--- src/rtl/juez_colision_if.sv ---
// Hero/collision judge bus: game state, obstacle field and buttons in; result, score and pose out.
interface juez_colision_if;
    logic [2:0]  presente;
    logic        clk_obstaculos;
    logic [20:0] display_obs;
    logic        btn_arriba;
    logic        btn_abajo;
    logic [1:0]  W_or_L;
    logic [7:0]  score;
    logic [1:0]  pose;

    // Driver side (generator, buttons, game FSM)
    modport master (
        output presente, clk_obstaculos, display_obs, btn_arriba, btn_abajo,
        input  W_or_L, score, pose
    );

    // Judge side
    modport slave (
        input  presente, clk_obstaculos, display_obs, btn_arriba, btn_abajo,
        output W_or_L, score, pose
    );
endinterface

--- src/rtl/juez_colision.sv ---
// Hero pose FSM and per-step collision judge; produces win/loss result and score.
module juez_colision #(
    parameter logic [2:0]  OFF        = 3'd0,
    parameter logic [2:0]  WLCM       = 3'd1,
    parameter logic [2:0]  CH         = 3'd2,
    parameter logic [2:0]  GAME       = 3'd3,
    parameter logic [2:0]  WL         = 3'd4,
    parameter logic [2:0]  PA         = 3'd5,
    parameter int unsigned JUMP_TICKS = 2,
    parameter int unsigned WIN_SCORE  = 16
) (
    input  logic           clk,
    input  logic           rst,
    juez_colision_if.slave bus
);

    localparam int unsigned CNT_W   = 3;
    localparam int unsigned SCORE_W = 8;

    localparam logic [1:0] POSE_SUELO    = 2'd0;
    localparam logic [1:0] POSE_SALTO    = 2'd1;
    localparam logic [1:0] POSE_AGACHADO = 2'd2;

    localparam logic [1:0] WL_PLAYING = 2'b00;
    localparam logic [1:0] WL_LOST    = 2'b01;
    localparam logic [1:0] WL_WON     = 2'b10;

    logic               tick_q, tick_d;
    logic               arriba_q, arriba_d;
    logic               jump_req_q, jump_req_d;
    logic               abajo_q, abajo_d;
    logic               eval_q, eval_d;
    logic [1:0]         pose_q, pose_d;
    logic [CNT_W-1:0]   cnt_q, cnt_d;
    logic [1:0]         wl_q, wl_d;
    logic [SCORE_W-1:0] score_q, score_d;

    logic       step_edge_c;
    logic       low_c;
    logic       high_c;
    logic       hit_c;
    logic       clear_c;
    logic [6:0] col_c;
    logic       unused_obs_c;

    // State register
    always_ff @(posedge clk) begin
        if (rst) begin
            tick_q     <= 1'b0;
            arriba_q   <= 1'b0;
            jump_req_q <= 1'b0;
            abajo_q    <= 1'b0;
            eval_q     <= 1'b0;
            pose_q     <= POSE_SUELO;
            cnt_q      <= '0;
            wl_q       <= WL_PLAYING;
            score_q    <= '0;
        end else begin
            tick_q     <= tick_d;
            arriba_q   <= arriba_d;
            jump_req_q <= jump_req_d;
            abajo_q    <= abajo_d;
            eval_q     <= eval_d;
            pose_q     <= pose_d;
            cnt_q      <= cnt_d;
            wl_q       <= wl_d;
            score_q    <= score_d;
        end
    end

    // Next state: edge detection, collision judge, pose FSM, game-state hold/clear
    always_comb begin
        tick_d     = bus.clk_obstaculos;
        arriba_d   = bus.btn_arriba;
        jump_req_d = bus.btn_arriba & ~arriba_q;
        abajo_d    = bus.btn_abajo;
        eval_d     = 1'b0;
        pose_d     = pose_q;
        cnt_d      = cnt_q;
        wl_d       = wl_q;
        score_d    = score_q;
        clear_c    = 1'b0;

        col_c       = bus.display_obs[6:0];
        step_edge_c = bus.clk_obstaculos & ~tick_q;
        low_c       = col_c[2] | col_c[3] | col_c[4];
        high_c      = col_c[0] | col_c[1] | col_c[5];
        hit_c       = (low_c && (pose_q != POSE_SALTO)) ||
                      (high_c && (pose_q != POSE_AGACHADO));

        case (bus.presente)
            GAME: begin
                if (wl_q == WL_PLAYING) begin
                    eval_d = step_edge_c;

                    // Judge the column against the pose held during the step
                    if (eval_q) begin
                        if (hit_c) begin
                            wl_d = WL_LOST;
                        end else if (col_c != 7'd0) begin
                            score_d = score_q + SCORE_W'(1);
                            if ((9'(score_q) + 9'd1) == 9'(WIN_SCORE)) begin
                                wl_d = WL_WON;
                            end
                        end
                    end

                    case (pose_q)
                        POSE_SUELO: begin
                            if (jump_req_q) begin
                                pose_d = POSE_SALTO;
                                cnt_d  = CNT_W'(JUMP_TICKS);
                            end else if (abajo_q) begin
                                pose_d = POSE_AGACHADO;
                            end
                        end
                        POSE_SALTO: begin
                            // One evaluation consumed per step; land when it runs out
                            if (eval_q) begin
                                if (cnt_q <= CNT_W'(1)) begin
                                    cnt_d  = '0;
                                    pose_d = POSE_SUELO;
                                end else begin
                                    cnt_d = cnt_q - CNT_W'(1);
                                end
                            end
                        end
                        POSE_AGACHADO: begin
                            if (!abajo_q) begin
                                pose_d = POSE_SUELO;
                            end
                        end
                        default: begin
                            pose_d = POSE_SUELO;
                            cnt_d  = '0;
                        end
                    endcase
                end
            end
            PA: begin
                // Paused: a step already seen stays pending until play resumes
                eval_d = eval_q;
            end
            OFF, WLCM, CH, WL: clear_c = 1'b1;
            default:           clear_c = 1'b1;
        endcase

        // Any non-play state wipes the round; this releases the generator hold
        if (clear_c) begin
            pose_d  = POSE_SUELO;
            cnt_d   = '0;
            wl_d    = WL_PLAYING;
            score_d = '0;
        end
    end

    // Outputs straight from flops
    always_comb begin
        bus.W_or_L   = wl_q;
        bus.score    = score_q;
        bus.pose     = pose_q;
        unused_obs_c = ^bus.display_obs[20:7];
    end

endmodule
--- src/flat_wrapper.sv ---
// flat-port wrapper written by rule: the top's interface ports become plain ports
module juez_colision_flat 
#(
    parameter logic [2:0]  OFF        = 3'd0,
    parameter logic [2:0]  WLCM       = 3'd1,
    parameter logic [2:0]  CH         = 3'd2,
    parameter logic [2:0]  GAME       = 3'd3,
    parameter logic [2:0]  WL         = 3'd4,
    parameter logic [2:0]  PA         = 3'd5,
    parameter int unsigned JUMP_TICKS = 2,
    parameter int unsigned WIN_SCORE  = 16
)
  (clk, rst, bus_presente, bus_clk_obstaculos, bus_display_obs, bus_btn_arriba, bus_btn_abajo, bus_W_or_L, bus_score, bus_pose);
  juez_colision_if bus_i ();
  input  logic clk;
  input  logic rst;
  input wire logic [$bits(bus_i.presente)-1:0] bus_presente;
  input wire logic [$bits(bus_i.clk_obstaculos)-1:0] bus_clk_obstaculos;
  input wire logic [$bits(bus_i.display_obs)-1:0] bus_display_obs;
  input wire logic [$bits(bus_i.btn_arriba)-1:0] bus_btn_arriba;
  input wire logic [$bits(bus_i.btn_abajo)-1:0] bus_btn_abajo;
  output wire logic [$bits(bus_i.W_or_L)-1:0] bus_W_or_L;
  output wire logic [$bits(bus_i.score)-1:0] bus_score;
  output wire logic [$bits(bus_i.pose)-1:0] bus_pose;
  assign bus_i.presente = bus_presente;
  assign bus_i.clk_obstaculos = bus_clk_obstaculos;
  assign bus_i.display_obs = bus_display_obs;
  assign bus_i.btn_arriba = bus_btn_arriba;
  assign bus_i.btn_abajo = bus_btn_abajo;
  assign bus_W_or_L = bus_i.W_or_L;
  assign bus_score = bus_i.score;
  assign bus_pose = bus_i.pose;
  juez_colision #(.OFF(OFF), .WLCM(WLCM), .CH(CH), .GAME(GAME), .WL(WL), .PA(PA), .JUMP_TICKS(JUMP_TICKS), .WIN_SCORE(WIN_SCORE)) u_core (.clk(clk), .rst(rst), .bus(bus_i));
endmodule
--- config.mk ---
export PLATFORM = sky130hd
export DESIGN_NAME = juez_colision_flat
export DESIGN_NICKNAME = d
export VERILOG_FILES = /design/src/rtl/juez_colision_if.sv /design/src/rtl/juez_colision.sv /design/src/flat_wrapper.sv
export SDC_FILE = /design/constraint.sdc
export NUM_CORES = 1
export LEC_CHECK = 0
export ABC_AREA = 1
export CORE_MARGIN = 2
export CORE_UTILIZATION = 60
export DETAILED_ROUTE_END_ITERATION = 12
export DONT_BUFFER_PORTS = 1
export HOLD_SLACK_MARGIN = 0.08
export PLACE_DENSITY = 0.84
export RECOVER_POWER = 100
export SETUP_SLACK_MARGIN = 0.5
export SLEW_MARGIN = 30
export SYNTH_ARGS = -nofsm -noshare
export SYNTH_HDL_FRONTEND = slang
export SYNTH_SLANG_ARGS = --single-unit
--- constraint.sdc ---
create_clock -name clk -period 2.4 [get_ports clk]
set_clock_uncertainty 0.05 [all_clocks]
set_input_delay 0.48 -clock clk [delete_from_list [all_inputs] [get_ports clk]]
set_output_delay 0.48 -clock clk [all_outputs]
set_load 0.01 [all_outputs]
==> results.md, run 1 <==
- The flow ran to the end, and the final reports show no timing, DRC or antenna violations.
- The floorplan has 16 rows.
- The number of nets handed over by synthesis was approximately 230.
- The post-synthesis area per instance is just over 6 µm².
- For this run the aggregate overflow at the end of global routing stands at 0.
- The initial antenna violation count is 0.
- The path type of the worst setup path is flop to flop.
- The via count of the first global-routing pass is about 1000.
- Dividing the final minimum period by the clock period gives 0.717.
- The first-pass GRT wire length is just over 4000 µm.
- Of the total power, registers draw 0.523.
- Once layout is complete, the utilization of the core stands at 0.666.
- For this run, the post-layout net count is 230.
- The number of sinks driven by the clock tree is 20.
- The total I/O pin count is 41.
- The post-detailed-route wirelength per cell is ~11 µm.
- The number of instances in the synthesized netlist is roughly 190.
- The setup TNS is 0 ns.
- The detail route stage leaves a number of antenna-violating nets equal to 0.
- Headroom to the max-slew limit came out at 0.771.
- Setup violations remaining at the end of the flow were counted as 0.
- The total power density per cell area is 512 mW/mm².
- Counting flops and latches in the post-synthesis netlist gives 20.
- The total DRC errors in the routed layout is 0.
- The share of total power dissipated in combinational logic is 0.045.
- The endpoint type of the worst setup path is a flop.
- The standby leakage power is between 0.5 and 0.6 nW.
- The first routing iteration left 33 violations.
- Detailed routing placed a total of 89 µm of wire on met3.
- Counting along the longest clock path gives a buffer depth of 2.
- Of the total power, the clock network draws 0.432.
- The antenna diode count is 0.
- Summing all non-filler instances in the final layout gives an area of ~0.0013 mm².
- Across the whole layout, storage elements account for between 400 and 500 µm².
- The top layer reached by signal wires is met4.
- In this run the worst path has a maximum fanout of 10.
- The met2 wire length is roughly 1100 µm.
- The net switching component of the power is 0.000132 W.
- The type of element launching the critical path is a flop.
- The final non-filler cell total is between 200 and 250.
- The post-route minimum period is ~1.7 ns.
- The transition at the pin with the smallest max-transition slack is ~0.34 ns.
- For this run, the total global-route usage over all layers was measured as 0.217.
- The number of hold buffers added after CTS was 0.
- The count of cells resized by post-cts repair is 0.
- The number of instances in the placed design is 220.
- The routability-driven placement congestion ratio is approximately 0.84.
- The count of buffers added by post-CTS timing repair for setup is 0.
- The multi-input combinational cells in the finished layout cover a total of roughly 630 µm².
- The fill cell instance count of the final layout is between 150 and 200.
- The internal power of the cells totals slightly above 0.0005 W.
- The width of the die is about 48 µm.
- The detailed-route wire length is between 2000 and 2500 µm.
- The HPWL after detailed placement is 1870 µm.
- The total number of vias is between 1000 and 1500.
- STA puts the critical path data arrival time at between 1.5 and 2 ns.
- Max-cap violations in this run came to 0.
- Setup repair after global routing left no endpoint under its margin.
- The register-to-register setup slack is ~0.68 ns.
- VDD sags by at most 0.478 mV.
- The die height is 48.4 µm.
- The layout cell share with drive strength beyond 1 is 0.0711.
- The maximum number of pins on one net before global-route repair is 13.
- For this run, the detailed router's first-pass iteration total came to 4.
- Clock latency on the worst-skew pair, taken at its later pin, is 0.32 ns.
- For this run, the register share of the synthesized area comes to 0.338.
- Summing all placed instances gives a cell area of between 0.001 and 0.0015 mm².
- The synthesized netlist occupies a cell area of between 0.001 and 0.0015 mm².
- The root buffer selected by CTS is clkbuf_4.
- In the final routing, the length of wire on met1 measures 1180 µm.
- Of the total power, the share spent switching nets is 0.204.
- The Yosys step of the flow raised 0 warnings.
- From synthesis to final layout, the design area changed by 6.98%.
- Clock-pin slew was measured on the worst setup and hold paths at 0.12 ns.
- The count of endpoints failing hold in the final timing report was 0.
- The number of buffers inserted by port buffering is 0.
- The count of final max-slew check failures was 0.
- The initial utilization of the core area, before any placement, comes to 0.622.
- The H-tree level count is 1.
- The path class of the tightest hold or removal check is input port to flop.
- The floorplan step defined a die boundary enclosing 0.00234 mm².
- The data required time of the critical path is ~2.6 ns.
- The CTS buffer count is 3.
- The core region is between 0.0015 and 0.002 mm².
- Based on the critical path, the design can be clocked at up to slightly below 600 MHz.
- The CTS tree is yes.
- The detail-routed via count per cell is just over 5.
- The number of different library cells used by synthesis comes to 22.
[layout make-up]
type	instances	share of cell area
clock buffers	3	0.0178
clock inverters	1	0.0237
inverters	36	0.111
multi-input cells	136	0.499
flip-flops and latches	20	0.316
well taps	27	0.0267
repair buffers	1	0.00593
[synthesized netlist by cell type (all sizes together)]
cell    instances  area [µm²]
ha              3        37.5
a21oi           9        52.6
inv            35         131
a211oi          1        7.51
nor3            1        5.00
nand2          55         214
clkinv          1        8.76
buf             1        5.00
nand3           9        50.1
dfxtp          20         400
xor2            2        17.5
nand4           3        18.8
nor2           43         181
o21ai          10        53.8
[registers in the layout, summed over array words and instances (netlist names), 2 cells and up]
name	flops
u_core.bus.W_or_L	2
u_core.bus.pose	2
u_core.bus.score	8
u_core.cnt_q	3
[kinds of logic (layout without fill, tap and decap cells)]
family,Yosys count,in the layout,share of synthesized area
AOI/OAI and AO/OA,20,20,0.0962
xor gates and xnor gates,2,2,0.0148
adders and majority gates,3,3,0.0317
buffers and inverters,37,41,0.123
DFF,20,20,0.338
and+or+nand+nor,111,111,0.396
[power by group through the flow]
| stage | logic [W] | clock network [W] | registers, W |
|---|---|---|---|
| detailed placement | 0.0000291 | 0 | 0.000346 |
| floorplan | 0.0000236 | 0 | 0.000346 |
| CTS | 0.0000293 | 0.000284 | 0.000339 |
| global placement | 0.0000276 | 0 | 0.000346 |
| global route | 0.0000334 | 0.000296 | 0.000340 |
| finish | 0.0000292 | 0.000280 | 0.000339 |
[stage by stage]
| stage | setup WS [ns] | hold slack [ns] | total power, W |
|---|---|---|---|
| floorplan | 1.02 | 0.323 | 0.000369 |
| global placement | 0.895 | 0.327 | 0.000374 |
| detailed placement | 0.876 | 0.330 | 0.000375 |
| CTS | 0.851 | 0.160 | 0.000653 |
| global route | 0.536 | 0.148 | 0.000669 |
| finish | 0.679 | 0.159 | 0.000648 |
[worst max-delay path, cell delays in order, from the launching register on]
cell	delay (ns)
dfxtp_1	0.46
nor2_1	0.13
o21ai_0	0.29
clkinv_1	0.20
nand2_4	0.19
clkinv_4	0.09
nor2_1	0.12
nor2_1	0.07
[final timing paths]
check	endpoint	from	cells after the start
worst max-delay path	u_core.bus.score[3]	u_core.bus.pose[1]	7
worst min-delay path	u_core.abajo_q	rst	1
worst max register to register	u_core.bus.score[3]	u_core.bus.pose[1]	7
worst min register to register	u_core.jump_req_q	u_core.arriba_q	1
[cells in the final DEF, fill, tap and decap left out, drive strengths merged]
cell    count
xor2        2
inv        34
bufinv      1
ha          3
nand4       3
dfxtp      20
nor3        1
o21ai      10
clkbuf      3
a211oi      1
clkinv      2
a21oi       9
buf         1
nand3       9
nor2       43
nand2      55
[layer usage]
layer / GRT usage / vias to the layer above
li1: - / 596
met1: 0.264 / 508
met2: 0.382 / 28
met3: 0.0247 / 7
met4: 0.100 / 0
met5: 0 / -
Power figures use the tool's default switching activity.
==> run 2: changes to the inputs <==
Settings changed: CORE_UTILIZATION 60 to 55, PLACE_DENSITY 0.84 to 0.81.
Clock period 2.4 ns to 1.48 ns, I/O delays scaled along.
==> results.md, run 2 (synthesis gave the netlist of run 1 again) <==
- The flow ran to the end, and the final reports show no timing, DRC or antenna violations.
- The total power density per cell area is 618 mW/mm² (+21%).
- The number of nets in the layout is 244 (+6.1%).
- The worst path setup slack after routing is 0.0839 ns (-0.595 ns).
- The maximum resistive drop on vdd is 0.506 mV (+5.9%).
- The worst hold margin is 0.128 ns (-0.0314 ns).
- The detail-routed via count per cell was 5.05 (-0.59%).
- The area of placed instances is 0.00133 mm² (+9.3%).
- The transition at the pin with the smallest max-transition slack was 0.389 ns (+0.0483 ns).
- The routability-driven placement congestion ratio is 0.849 (+1.1%).
- The total number of vias is 1203 (+5.6%).
- STA classifies the critical path endpoint as a flop.
- The number of standard-cell rows in the floorplan is 16 (unchanged).
- The worst register-to-register path ends at u_core.bus.W_or_L[1].
- The reported max-cap violation count came to 0 (unchanged).
- The initial standard-cell utilization of the core is 0.591 (-0.0311).
- The via count of the first global-routing pass is 1100 (+6.3%).
- The flip-flop count of the largest register, all copies and words added is 8 (unchanged).
- The worst hold path terminates at u_core.eval_q.
- The met1 demand-to-capacity share in global routing came to 0.275 (+0.0111).
- The sum of internal, switching and leakage power came to 0.000937 W (+45%).
- The initial antenna violation count is 0 (unchanged).
- The launch point of the worst reg-to-reg path is u_core.bus.score[1].
- The global-route met2 utilization is 0.382 (about the same).
- The worst hold path stage count is 2 (+1).
- The post-detailed-route wirelength per cell is 11.7 µm (+6.7%).
- The layout cell share with drive strength beyond 1 is 0.261 (+0.190).
- In the layout the commonest cells are 51 x nand2_1, 35 x nor2_1, 30 x inv_1.
- The total DRC errors in the routed layout is 0 (unchanged).
- The maximum buffer depth of the clock tree is 2 (unchanged).
- The standard cell core area is 0.00200 mm² (+5.3%).
- The class of the most critical hold timing path is input port to flop.
- The type of element launching the critical path is a flop.
- The total routing usage reported by global routing came to 0.224 (+0.00731).
- The total I/O pin count is 41 (unchanged).
- The number of DRC violations after detailed-routing iteration 0 is 35 (+6.1%).
- The relative slew slack is 0.741 (-0.0298).
- The CTS buffer count is 3 (unchanged).
- The path type of the worst setup path is flop to flop.
- The utilization of the core after routing came to 0.757 (+0.0911).
- The synthesis-to-finish area growth is 28.0%.
- The tree is rooted in a clkbuf_4.
- The maximum number of pins on one net before global-route repair is 12 (-1).
- The post-route standard cell area excluding fillers is 0.00152 mm² (+20%).
- The data required time of the critical path was 1.69 ns (-0.87 ns).
- The met3 track demand over resource is 0.0446 (+0.0200).
- The clock slew at the register clock pins of the worst setup and hold paths is 0.12 ns (about the same).
- The standby leakage power is 0.658 nW (+16%).
- The count of final max-slew check failures came to 0 (unchanged).
- The most common cell after layout, fill and taps aside is nand2_1.
- Setup repair after global routing could not meet its margin everywhere.
- The worst reg-to-reg path cell count is 9 (+2).
- The HPWL after detailed placement is 1840 µm (-1.7%).
- The period utilization is 0.943 (+0.226).
- The detailed-router iteration count before antenna repair is 5 (+1).
- The antenna diode count is 0 (unchanged).
- The global routing stage identified its most utilized layer as met2.
- The area of the die is 0.00254 mm² (+8.3%).
- The width of the die is 50.4 µm (+4.1%).
- The CTS tree is yes.
- The total congestion overflow is 0 (unchanged).
- The launch point of the worst hold path is bus_presente[2].
- The detailed-route wire length is 2780 µm (+13%).
- The die height is 50.4 µm (+4.1%).
- The number of buffers inserted by port buffering came to 0 (unchanged).
- The maximum fanout encountered on the critical timing path is 6 (-4).
- The fmax is 716 MHz (+23%).
- The residual antenna-violating net count after detailed routing is 0 (unchanged).
- The count of endpoints failing hold in the final timing report is 0 (unchanged).
- The worst setup slack after placement is 0.125 ns (-0.751 ns).
- The clock latency on the worst-skew pair is 0.31 ns (about the same).
- The post-route minimum period is 1.40 ns (-0.325 ns).
- The register-to-register setup slack came to 0.08 ns (-0.60 ns).
- The H-tree level count is 1 (unchanged).
- The arrival time at the worst endpoint was 1.61 ns (-0.27 ns).
- The number of sinks driven by the clock tree is 20 (unchanged).
- The first-pass GRT wire length was 4420 µm (+7.6%).
- The final number of setup-violating endpoints is 0 (unchanged).
-- run 2: cell types whose count changed in the layout (fill, tap and decap cells not counted), moves of 4 or more --
cell,delta
dlygate4sd3_1,+4
dfxtp_4,+6
o21ai_0,-5
nor2_2,+4
buf_4,+7
dfxtp_1,-8
nor2_1,-5
-- run 2: timing repair --
action	4_1_cts	5_1_grt
resized for setup	17	9
setup endpoints to repair	28	28
buffers inserted	4	2
endpoints found under the hold margin	5	0
hold buffers	4	0
pin swaps	4	4
-- run 2: area by class of cell --
type | instances | area, µm²
multi-input cells | 136 | 743
clock buffers | 4 | 36.3
inverters | 36 | 143
repair buffers | 15 | 134
flip-flops and latches | 20 | 425
well taps | 27 | 33.8
fillers | 162 | 487
-- run 2: metrics by stage --
stage / setup TNS (ns) / instances
2_1_floorplan: 0 / 193
3_3_place_gp: 0 / 224
3_5_place_dp: 0 / 224
4_1_cts: 0 / 236
5_1_grt: -0.0131 / 238
6_report: 0 / 238
-- run 2: worst max-delay path, stage by stage, from the launching register on --
cell     delay [ns]
dfxtp_4        0.42
ha_4           0.17
nand2_2        0.06
nor2_2         0.14
nand2_1        0.09
nand2_2        0.08
nand3_2        0.06
nor2_2         0.10
nand2_1        0.06
a21oi_2        0.11
-- run 2: worst max-delay path by stage --
| stage | from | slack [ns] | cells past startpoint | end |
|---|---|---|---|---|
| after floorplan | u_core.bus.score[1] | 0.26 | 7 | u_core.bus.W_or_L[1] |
| after global placement | u_core.bus.score[1] | 0.15 | 7 | u_core.bus.W_or_L[1] |
| after global routing | u_core.bus.score[1] | -0.01 | 9 | u_core.bus.W_or_L[1] |
| final | u_core.bus.score[1] | 0.08 | 9 | u_core.bus.W_or_L[1] |
| after detailed placement | u_core.bus.score[1] | 0.12 | 7 | u_core.bus.W_or_L[1] |
| after CTS | u_core.bus.score[0] | 0.17 | 9 | u_core.bus.W_or_L[1] |
-- run 2: report_power, final --
part           internal, W  switching (W)  leakage (nW)  total (W)
Clock             0.000151       0.000184        0.0210   0.000335
Sequential        0.000534     0.00000471         0.168   0.000539
Combinational    0.0000263      0.0000365         0.469  0.0000628
Total             0.000711       0.000226         0.658   0.000937
-- run 2: routing by layer --
layer  wire length (µm)  vias up  part of all wire
met1               1280      525              0.46
met4                 78        0             0.028
met3                131       11             0.047
li1                   -      623                 -
met2               1290       44              0.46
met5                  0        -                 0
==> variant (settings of run 2) <==
Make the reset (`rst`) asynchronous in one clocked block.
--- a/src/rtl/juez_colision.sv
+++ b/src/rtl/juez_colision.sv
@@ -44,7 +44,7 @@
     logic       unused_obs_c;
 
     // State register
-    always_ff @(posedge clk) begin
+    always_ff @(posedge clk or posedge rst) begin
         if (rst) begin
             tick_q     <= 1'b0;
             arriba_q   <= 1'b0;
Check against the original RTL: differs if rst is asserted again (counterexample within 4 cycles, from zero or initial values and one cycle with rst high); with rst held inactive, the same outputs for 10 cycles.
==> variant against run 2 <==
  * Synthesized area grew 7.2%
  * Final cell count decreased by 7.1%
  * Worst setup slack lost 0.034 ns
  * Sequential cell count unchanged
  * Routed wire length increased by 24%
  * Final area grew 13%
Power is not compared: it rests on default switching activity, and its combinational part moved more than twofold at a synthesized area within 25%.
==> variant: results (changes against run 2) <==
- Outcome: finished, final reports clean
- CTS buffer count: 3 (unchanged)
- Compound-gate portion of the synthesized area: 10.8% (+1.2 points)
- Synth warn: 0 (unchanged)
- Post-synthesis sequential area ratio: 39.4% (+5.6 points)
- Syn Nets: 197 (-12%)
- Vias per inst: 5.64 (+12%)
- Commonest cells in the netlist: nand2_1, dfrtp_1, inv_1
- Clock Latency Late Sink: about 0.32 ns
- HPWL Detailed: 2010 um (+9.0%)
- Clk pin slew, worst setup/hold paths: approximately 0.13 ns
- DRT Pass-1 Iters: 5 (unchanged)
- Setup_tns: 0 ns (unchanged)
- Layout Nets: 226 (-7.4%)
- Max reg flops: 8 (unchanged)
- Final wirelength: 3440 um (+24%)
- Largest net degree at the start of global routing: 21 (+9)
- Vias in the first global route: 1243 (+13%)
- 1st-iter DRT viols: 20 (-43%)
- Max Fanout on Critical Path: 6 (unchanged)
- H-tree Lvls: 1 (unchanged)
- GRT Total Usage: 26.3% (+4.0 points)
- Clock buffer depth: 2 (unchanged)
- Diodes inserted: 0 (unchanged)
- Mux contribution to synthesized area: 0% (unchanged)
- Leakage: approximately 0.00075 uW
- Netlist cell types: 24 (+9.1%)
- Port bufs: 0 (unchanged)
- Asr flop ratio synth: 100% (+100 points)
- Synth Area in Adders: 2.96% (-0.21 points)
- CTS root buf: clkbuf_4
- Final GP Congestion: 0.811 (-4.4%)
- Placed Area: 1360 um^2 (+2.0%)
- Synth area leaders: dfrtp_1, nand2_1, o21ai_2
- Final Slew Violations: 0 (unchanged)
- Initial antenna violation count: 0 (unchanged)
- Layout cells sized above 1: 43.5% (+17 points)
- Post-synthesis xor/xnor area fraction: 2.07% (+0.59 points)
- First-pass GRT wire length: 5190 um (+17%)
- VDD IR-drop max: between 1 and 1.5 mV
- Crit path DAT: 1.64 ns (+0.03 ns)
- HP Class: in -> reg
- Fillcell total: 149 (-8.0%)
- Rel. slew slack: 66.4% (-7.7 points)
[variant: cell types whose count changed after synthesis, sizes merged, moves of 2 or more]
cell           run 2  this run
a21oi              9         2
buf                1         3
dfrtp              0        20
dfxtp             20         0
inv               35        24
nand2             55        52
nand3              9        12
nand3b             0         3
nand4              3         6
nor2              43        17
o21ai             10        16
[variant: layout make-up]
type	count	area, um^2	share of cell area (%)
inverter	24	95.1	5.57
clock buffer	3	22.5	1.32
tap	28	35.0	2.05
timing repair buffer	26	190	11.1
multi-input combinational	119	822	48.2
sequential	20	512	30.0
clock inverter	1	30.0	1.76
[variant: path summary, 6_finish.rpt]
kind	slack [ns]	to	cells past startpoint	start
max reg2reg	0.05	u_core.bus.W_or_L[1]$_DFFE_PP0P_	8	u_core.bus.score[4]$_DFFE_PP0P_
min in group asynchronous	0.46	u_core.cnt_q[1]$_DFFE_PP0P_	3	rst
max	0.05	u_core.bus.W_or_L[1]$_DFFE_PP0P_	8	u_core.bus.score[4]$_DFFE_PP0P_
max in group asynchronous	0.54	u_core.bus.score[4]$_DFFE_PP0P_	3	rst
min	0.12	u_core.eval_q$_DFFE_PP0P_	2	bus_presente[1]
min reg2reg	0.38	u_core.jump_req_q$_DFF_PP0_	1	u_core.arriba_q$_DFF_PP0_
[variant: kinds of logic after synthesis]
| group | after synthesis |
|---|---|
| xor gates and xnor gates | 3 |
| adders and majority gates | 3 |
| AOI/OAI and AO/OA | 20 |
| and+or+nand+nor | 92 |
| buffers and inverters | 27 |
| DFF | 20 |
[variant: layer usage]
layer	track usage (%)	vias to the layer above	part of all wire, %
met3	9.48	15	5.6
met4	9.65	0	2.3
met1	27.4	592	37
met2	47.9	55	55
li1	-	585	-
met5	0	-	0
[variant: metrics by stage]
step | std cells | hold slack [ns] | setup slack, ns
after floorplan | 165 | 0.210 | 0.152
after global placement | 197 | 0.181 | 0.0874
after detailed placement | 197 | 0.182 | 0.0554
after CTS | 212 | 0.0803 | 0.0953
after global routing | 221 | 0.105 | -0.0265
final | 221 | 0.121 | 0.0498
[variant: power by group]
part	switching (uW)	total (uW)	internal (uW)
Combinational	161	271	110
Clock	188	462	274
Sequential	40.1	611	571
Total	389	1340	955
[variant: critical path, stage by stage, from the launching register on]
cell and delay, ns:
dfrtp_2 0.47, nand2_1 0.14, nor2_1 0.17, nand3_1 0.09, nand2_1 0.08, nand2_1 0.09
nor2_1 0.11, nand2_1 0.06, a21oi_1 0.12
[variant: repair_timing]
item / in CTS / in global routing
resized for setup: 22 / 25
pin swaps: 11 / 15
endpoints found under the hold margin: 24 / 1
buffers inserted: 6 / 8
hold buffers: 4 / 1
gates cloned: 1 / 0
endpoints found under the setup margin: 27 / 27
